===== src/rtl/spi_frame_scheduler.sv =====
// Purpose: walks a frame buffer in raster order and hands one pixel at a time to spi_send_con.
// Latency: BRAM_LATENCY+1 fetch cycles, then WAIT_IDLE/SEND/ACK/DRAIN per pixel; VSYNC_CYCLES marker per frame.
// Backpressure: a trigger is issued only while spi_busy_in is low; unacknowledged triggers are retried.
module spi_frame_scheduler #(
  parameter int H_PIXELS     = 320,
  parameter int V_PIXELS     = 180,
  parameter int DATA_WIDTH   = 8,
  parameter int BRAM_LATENCY = 2,
  parameter int VSYNC_CYCLES = 16,
  parameter int ACK_TIMEOUT  = 4,
  parameter int ADDR_WIDTH   = $clog2(H_PIXELS*V_PIXELS)
) (
  input  logic                        clk_in,
  input  logic                        rst_in,
  input  logic                        start_in,
  input  logic                        abort_in,
  output logic [ADDR_WIDTH-1:0]       addr_out,
  input  logic [DATA_WIDTH-1:0]       bram_data_in,
  input  logic                        spi_busy_in,
  output logic [DATA_WIDTH-1:0]       data_out,
  output logic                        trigger_out,
  output logic [$clog2(H_PIXELS)-1:0] hcount_out,
  output logic [$clog2(V_PIXELS)-1:0] vcount_out,
  output logic                        spi_vsync_out,
  output logic                        frame_busy_out,
  output logic                        timeout_err_out
);

  localparam int HW = $clog2(H_PIXELS);
  localparam int VW = $clog2(V_PIXELS);

  // One shared cycle counter serves fetch latency, ack timeout and vsync length.
  localparam int CNT_MAX_A = (BRAM_LATENCY > ACK_TIMEOUT) ? BRAM_LATENCY : ACK_TIMEOUT;
  localparam int CNT_MAX   = (CNT_MAX_A > VSYNC_CYCLES) ? CNT_MAX_A : VSYNC_CYCLES;
  localparam int CW        = $clog2(CNT_MAX + 1);

  localparam logic [HW-1:0] H_LAST   = HW'(H_PIXELS - 1);
  localparam logic [VW-1:0] V_LAST   = VW'(V_PIXELS - 1);
  localparam logic [CW-1:0] LAT_DONE = CW'(BRAM_LATENCY);
  localparam logic [CW-1:0] ACK_LAST = CW'(ACK_TIMEOUT - 1);
  localparam logic [CW-1:0] VS_LAST  = CW'(VSYNC_CYCLES - 1);

  typedef enum logic [2:0] {
    S_IDLE,
    S_FETCH,
    S_WAIT_IDLE,
    S_SEND,
    S_ACK,
    S_DRAIN,
    S_VSYNC
  } state_t;

  state_t                r_state;
  logic [CW-1:0]         r_cnt;
  logic [ADDR_WIDTH-1:0] r_addr;
  logic [DATA_WIDTH-1:0] r_data;
  logic [HW-1:0]         r_h;
  logic [VW-1:0]         r_v;
  logic                  r_trigger;
  logic                  r_vsync;
  logic                  r_frame_busy;
  logic                  r_timeout_err;

  logic                  w_last_pixel;

  assign w_last_pixel = (r_h == H_LAST) && (r_v == V_LAST);

  // Frame sequencer: reset beats abort, abort beats every state transition.
  always_ff @(posedge clk_in) begin
    if (rst_in) begin
      r_state       <= S_IDLE;
      r_cnt         <= '0;
      r_addr        <= '0;
      r_data        <= '0;
      r_h           <= '0;
      r_v           <= '0;
      r_trigger     <= 1'b0;
      r_vsync       <= 1'b0;
      r_frame_busy  <= 1'b0;
      r_timeout_err <= 1'b0;
    end else if (abort_in) begin
      // Sender keeps its current transfer; only our sequencing is dropped.
      r_state      <= S_IDLE;
      r_cnt        <= '0;
      r_addr       <= '0;
      r_h          <= '0;
      r_v          <= '0;
      r_trigger    <= 1'b0;
      r_vsync      <= 1'b0;
      r_frame_busy <= 1'b0;
    end else begin
      r_trigger <= 1'b0;
      case (r_state)
        S_IDLE: begin
          if (start_in) begin
            r_state      <= S_FETCH;
            r_cnt        <= '0;
            r_addr       <= '0;
            r_h          <= '0;
            r_v          <= '0;
            r_frame_busy <= 1'b1;
          end
        end

        S_FETCH: begin
          // Address is stable from the first FETCH cycle, data valid BRAM_LATENCY cycles later.
          if (r_cnt == LAT_DONE) begin
            r_data  <= bram_data_in;
            r_cnt   <= '0;
            r_state <= S_WAIT_IDLE;
          end else begin
            r_cnt <= r_cnt + CW'(1);
          end
        end

        S_WAIT_IDLE: begin
          if (!spi_busy_in) begin
            r_trigger <= 1'b1;
            r_state   <= S_SEND;
          end
        end

        S_SEND: begin
          // The SEND cycle itself counts as the first cycle of the ack window.
          r_cnt   <= CW'(1);
          r_state <= S_ACK;
        end

        S_ACK: begin
          if (spi_busy_in) begin
            r_cnt   <= '0;
            r_state <= S_DRAIN;
          end else if (r_cnt == ACK_LAST) begin
            r_timeout_err <= 1'b1;
            r_cnt         <= '0;
            r_state       <= S_WAIT_IDLE;
          end else begin
            r_cnt <= r_cnt + CW'(1);
          end
        end

        S_DRAIN: begin
          if (!spi_busy_in) begin
            r_cnt <= '0;
            if (w_last_pixel) begin
              r_vsync <= 1'b1;
              r_state <= S_VSYNC;
            end else begin
              r_addr <= r_addr + ADDR_WIDTH'(1);
              if (r_h == H_LAST) begin
                r_h <= '0;
                r_v <= r_v + VW'(1);
              end else begin
                r_h <= r_h + HW'(1);
              end
              r_state <= S_FETCH;
            end
          end
        end

        S_VSYNC: begin
          if (r_cnt == VS_LAST) begin
            r_vsync      <= 1'b0;
            r_frame_busy <= 1'b0;
            r_cnt        <= '0;
            r_addr       <= '0;
            r_h          <= '0;
            r_v          <= '0;
            r_state      <= S_IDLE;
          end else begin
            r_cnt <= r_cnt + CW'(1);
          end
        end

        default: begin
          r_state      <= S_IDLE;
          r_vsync      <= 1'b0;
          r_frame_busy <= 1'b0;
        end
      endcase
    end
  end

  assign addr_out        = r_addr;
  assign data_out        = r_data;
  assign trigger_out     = r_trigger;
  assign hcount_out      = r_h;
  assign vcount_out      = r_v;
  assign spi_vsync_out   = r_vsync;
  assign frame_busy_out  = r_frame_busy;
  assign timeout_err_out = r_timeout_err;

endmodule


===== config.mk =====
export PLATFORM = sky130hd
export DESIGN_NAME = spi_frame_scheduler
export DESIGN_NICKNAME = d
export VERILOG_FILES = /design/src/rtl/spi_frame_scheduler.sv
export SDC_FILE = /design/constraint.sdc
export NUM_CORES = 1
export LEC_CHECK = 0
export CAP_MARGIN = 20
export CORE_MARGIN = 10
export CORE_UTILIZATION = 51
export DETAILED_ROUTE_END_ITERATION = 12
export PLACE_DENSITY = 0.83
export SYNTH_ARGS = -nofsm -noshare
export SYNTH_HDL_FRONTEND = slang
export SYNTH_SLANG_ARGS = --single-unit

===== constraint.sdc =====
create_clock -name clk_in -period 2.2 [get_ports clk_in]
set_clock_uncertainty 0.1 [all_clocks]
set_input_delay 0.44 -clock clk_in [delete_from_list [all_inputs] [get_ports clk_in]]
set_output_delay 0.44 -clock clk_in [all_outputs]
set_load 0.03 [all_outputs]

==> impl_metrics.toml <==
[outcome]
status = "finished, final reports clean"

[hold_path]
min-delay-start = "addr_out[9]"
holdPathStages = 1
holdPathEnd = "addr_out[9]"
hp-class = "reg -> reg"

[detailed_routing]
viasPerCell = 5.985
drc_errors = 0
dr.pass1.iters = 5
postRouteAntennaNets = 0
wl_per_cell_microns = 16.81
routed-via-count = 3124
routed_wl_microns = 8777
first_iter_violations = 219

[setup_path]
max_stage_delay_ps = 650
critPathRequiredTime_ps = 2340
reg2reg_to = "hcount_out[8]"
crit_family = "simple AND/OR/NAND/NOR gates"
worstPathArrival_ps = 2300
crit_buf_inv = 0
crit_chain = "ha_1 -> nand4b_1 -> or4_4 -> o21ai_4 -> nand2_4 -> a31oi_1"
r2r-start = "vcount_out[0]"
r2r_setup_slack_ps = 30
crit_cells = 6
crit_fanout = 8
startpoint_type = "flip-flop"
r2r_cells = 6
path_class = "reg -> reg"
cp-end-kind = "flip-flop"
cpMaxStageDelayCell = "or4_4"

[yosys]
synth-compound-area-share_pct = 23.48
synth_cells = 337
yosys_warnings = 0
synthXorXnorAreaFrac_pct = 0
synth-adder-area-share_pct = 3.160
seq_area_frac_synth_pct = 38.28
synth_ff_type = "dfxtp_1"
synth_edf_count = 0
synthMuxAreaShare_pct = 4.424
ys_seq_elements = 53
yosys.area_share.simple_pct = 28.13
synthesis.area_sq_mm = 0.002771
syn_nets = 357
synth_top_family_by_area = "simple AND/OR/NAND/NOR gates"
async_flop_share_pct = 0
syn_avg_cell_area_sq_um = 8.224
synth.distinct_cells = 56

[timing]
maxSlewHeadroom_pct = 71.17
fmax_mhz = 461.6
tns_ps = 0
slew_viol_final = 0
fin_crit_ps = 2167
fin_crit_sh_pct = 98.48
rsz0062_at_grt = "true"
finalSetupViolCount = 0
worst_pin_slew_ps = 426.5
hold_slack_ps = 398.3
finalHoldViolations = 0

[finish]
drive_gt1_share_pct = 23.23
area_growth_pct = 46.95
seq_area_sq_mm = 0.001072
fillers = 335
diodes = 0
finalNetCount = 472
multi_input_area_sq_mm = 0.001739

[power]
power_density_mw_per_mm2 = 446.3
ir_drop_uv = 350.7
p_leak_nw = 1.602

[clock_tree]
clk_latency_ps = 310
h-tree-depth = 2
cts_buffers = 5
clk_pin_slew_worst_paths_ps = 90
cts_max_path_buffers = 2
cts.sinks = 53
cts_tree = "done"
root_buffer = "clkbuf_8"

[placed_design]
gp_congestion = 0.9127
portBuffers = 57
dpl.hpwl_microns = 6094

[global_routing]
overflow = 0
grt_pass1_wl_microns = 13600
gr-usage-all-layers_pct = 18.43
grt_pass1_vias = 2906
antenna_found_initial = 0
grt_max_degree = 20

[floorplanning]
rows = 26
die-area_sq_mm = 0.008783
start_util_pct = 53.58
fp.dieW_microns = 93.72
die_h_microns = 93.72
core_area_sq_mm = 0.005172
io_pins = 58

[flow_run]
max_cap_violations = 0
-- cells in the mapped netlist (all sizes together), types with 5 or more instances --
master	instances	area [sq um]
dfxtp	53	1061
nor2	35	133.9
o21ai	31	166.4
a21oi	27	135.1
nand2	27	108.9
nand3	22	110.1
a31oi	16	100.1
and3	10	62.56
mux2i	10	100.1
clkbuf	7	26.28
ha	7	87.58
nor3	7	35.03
buf	6	28.77
nand2b	5	31.28
nand4	5	31.28
nor2b	5	31.28
o211ai	5	37.54
-- logic make-up after synthesis --
| logic type | after synthesis |
|---|---|
| compound gates | 103 |
| fa+ha+maj | 7 |
| buf+inv | 17 |
| flops | 53 |
| mux | 12 |
| simple gates | 145 |
-- sequential cells by signal, indices dropped and copies added, names as in the netlist --
name             count
r_cnt                5
trigger_out          1
addr_out            16
data_out             8
timeout_err_out      1
hcount_out           9
vcount_out           8
r_state              3
frame_busy_out       1
spi_vsync_out        1
-- area by class of cell --
type                            count  area share, %
Clock buffer                        5          1.690
Inverter                            4         0.3687
Clock inverter                      2         0.8602
Timing Repair Buffer              121          25.90
Tap cell                           70          2.151
Sequential cell                    53          26.33
Multi-Input combinational cell    267          42.70
-- through the flow --
step | total power, mW | setup WS [ps] | area (sq um) | instances | util, %
after floorplan | 1.088 | 28.98 | 2776 | 337 | -
after global routing | 1.875 | -41.11 | 4073 | 522 | 78.74
after global placement | 1.169 | -159.3 | 3830 | 511 | 74.04
after detailed placement | 1.173 | -194.3 | 3830 | 511 | 74.04
final | 1.818 | 33.40 | 4073 | 522 | 78.74
after CTS | 1.805 | 2.376 | 3939 | 518 | 76.15
-- worst register-to-register path, cell delays in order (launching register included) --
cell,delay [ps]
dfxtp_2,330
ha_1,170
nand4b_1,200
or4_4,650
o21ai_4,290
nand2_4,150
a31oi_1,210
-- power by group --
| group | leakage, nW | switching [mW] | internal [mW] | total (mW) |
|---|---|---|---|---|
| registers | 0.431 | 0.0117 | 0.963 | 0.974 |
| logic | 1.12 | 0.103 | 0.0937 | 0.196 |
| clock network | 0.0540 | 0.316 | 0.331 | 0.647 |
| total | 1.60 | 0.430 | 1.39 | 1.82 |
-- what timing repair did --
action | in CTS | in global routing
setup endpoints to repair | 1 | 35
hold buffers | 0 | 0
buffers inserted | 0 | 4
pin swaps | 0 | 9
resized for setup | 1 | 26
-- worst max-delay path by stage --
stage | slack [ps] | endpoint | start
CTS | 2 | r_cnt[3] | r_cnt[1]
detailed placement | -190 | r_cnt[3] | spi_busy_in
floorplan | 30 | hcount_out[2] | vcount_out[7]
global placement | -160 | vcount_out[4] | spi_busy_in
global route | -40 | addr_out[9] | hcount_out[0]
finish | 30 | hcount_out[8] | vcount_out[0]
-- cell usage in the layout (no fill, tap or decap), drive strengths merged, types with 3 or more instances in the layout --
master / n
o21ai: 31
nand4b: 4
nor2: 35
or3: 4
clkdlybuf4s50: 57
ha: 7
nand3: 22
nand2: 27
clkbuf: 5
nor3b: 3
a21oi: 27
or3b: 3
nor2b: 5
a31oi: 16
o211ai: 5
dfxtp: 53
o22ai: 3
inv: 4
and3: 10
buf: 64
nand4: 5
nand2b: 5
nor4: 4
nor3: 7
mux2i: 10
o31ai: 3
a41oi: 3
-- metal layers --
| metal | wire, microns | global-route usage, % | up-vias | part of all wire [%] |
|---|---|---|---|---|
| met5 | 0 | 0 | - | 0 |
| met3 | 638 | 4.636 | 16 | 7.3 |
| li1 | - | - | 1492 | - |
| met2 | 4470 | 31.39 | 125 | 51 |
| met1 | 3557 | 22.24 | 1491 | 41 |
| met4 | 111 | 5.443 | 0 | 1.3 |
Note: power is estimated with default switching activity, not from simulation.
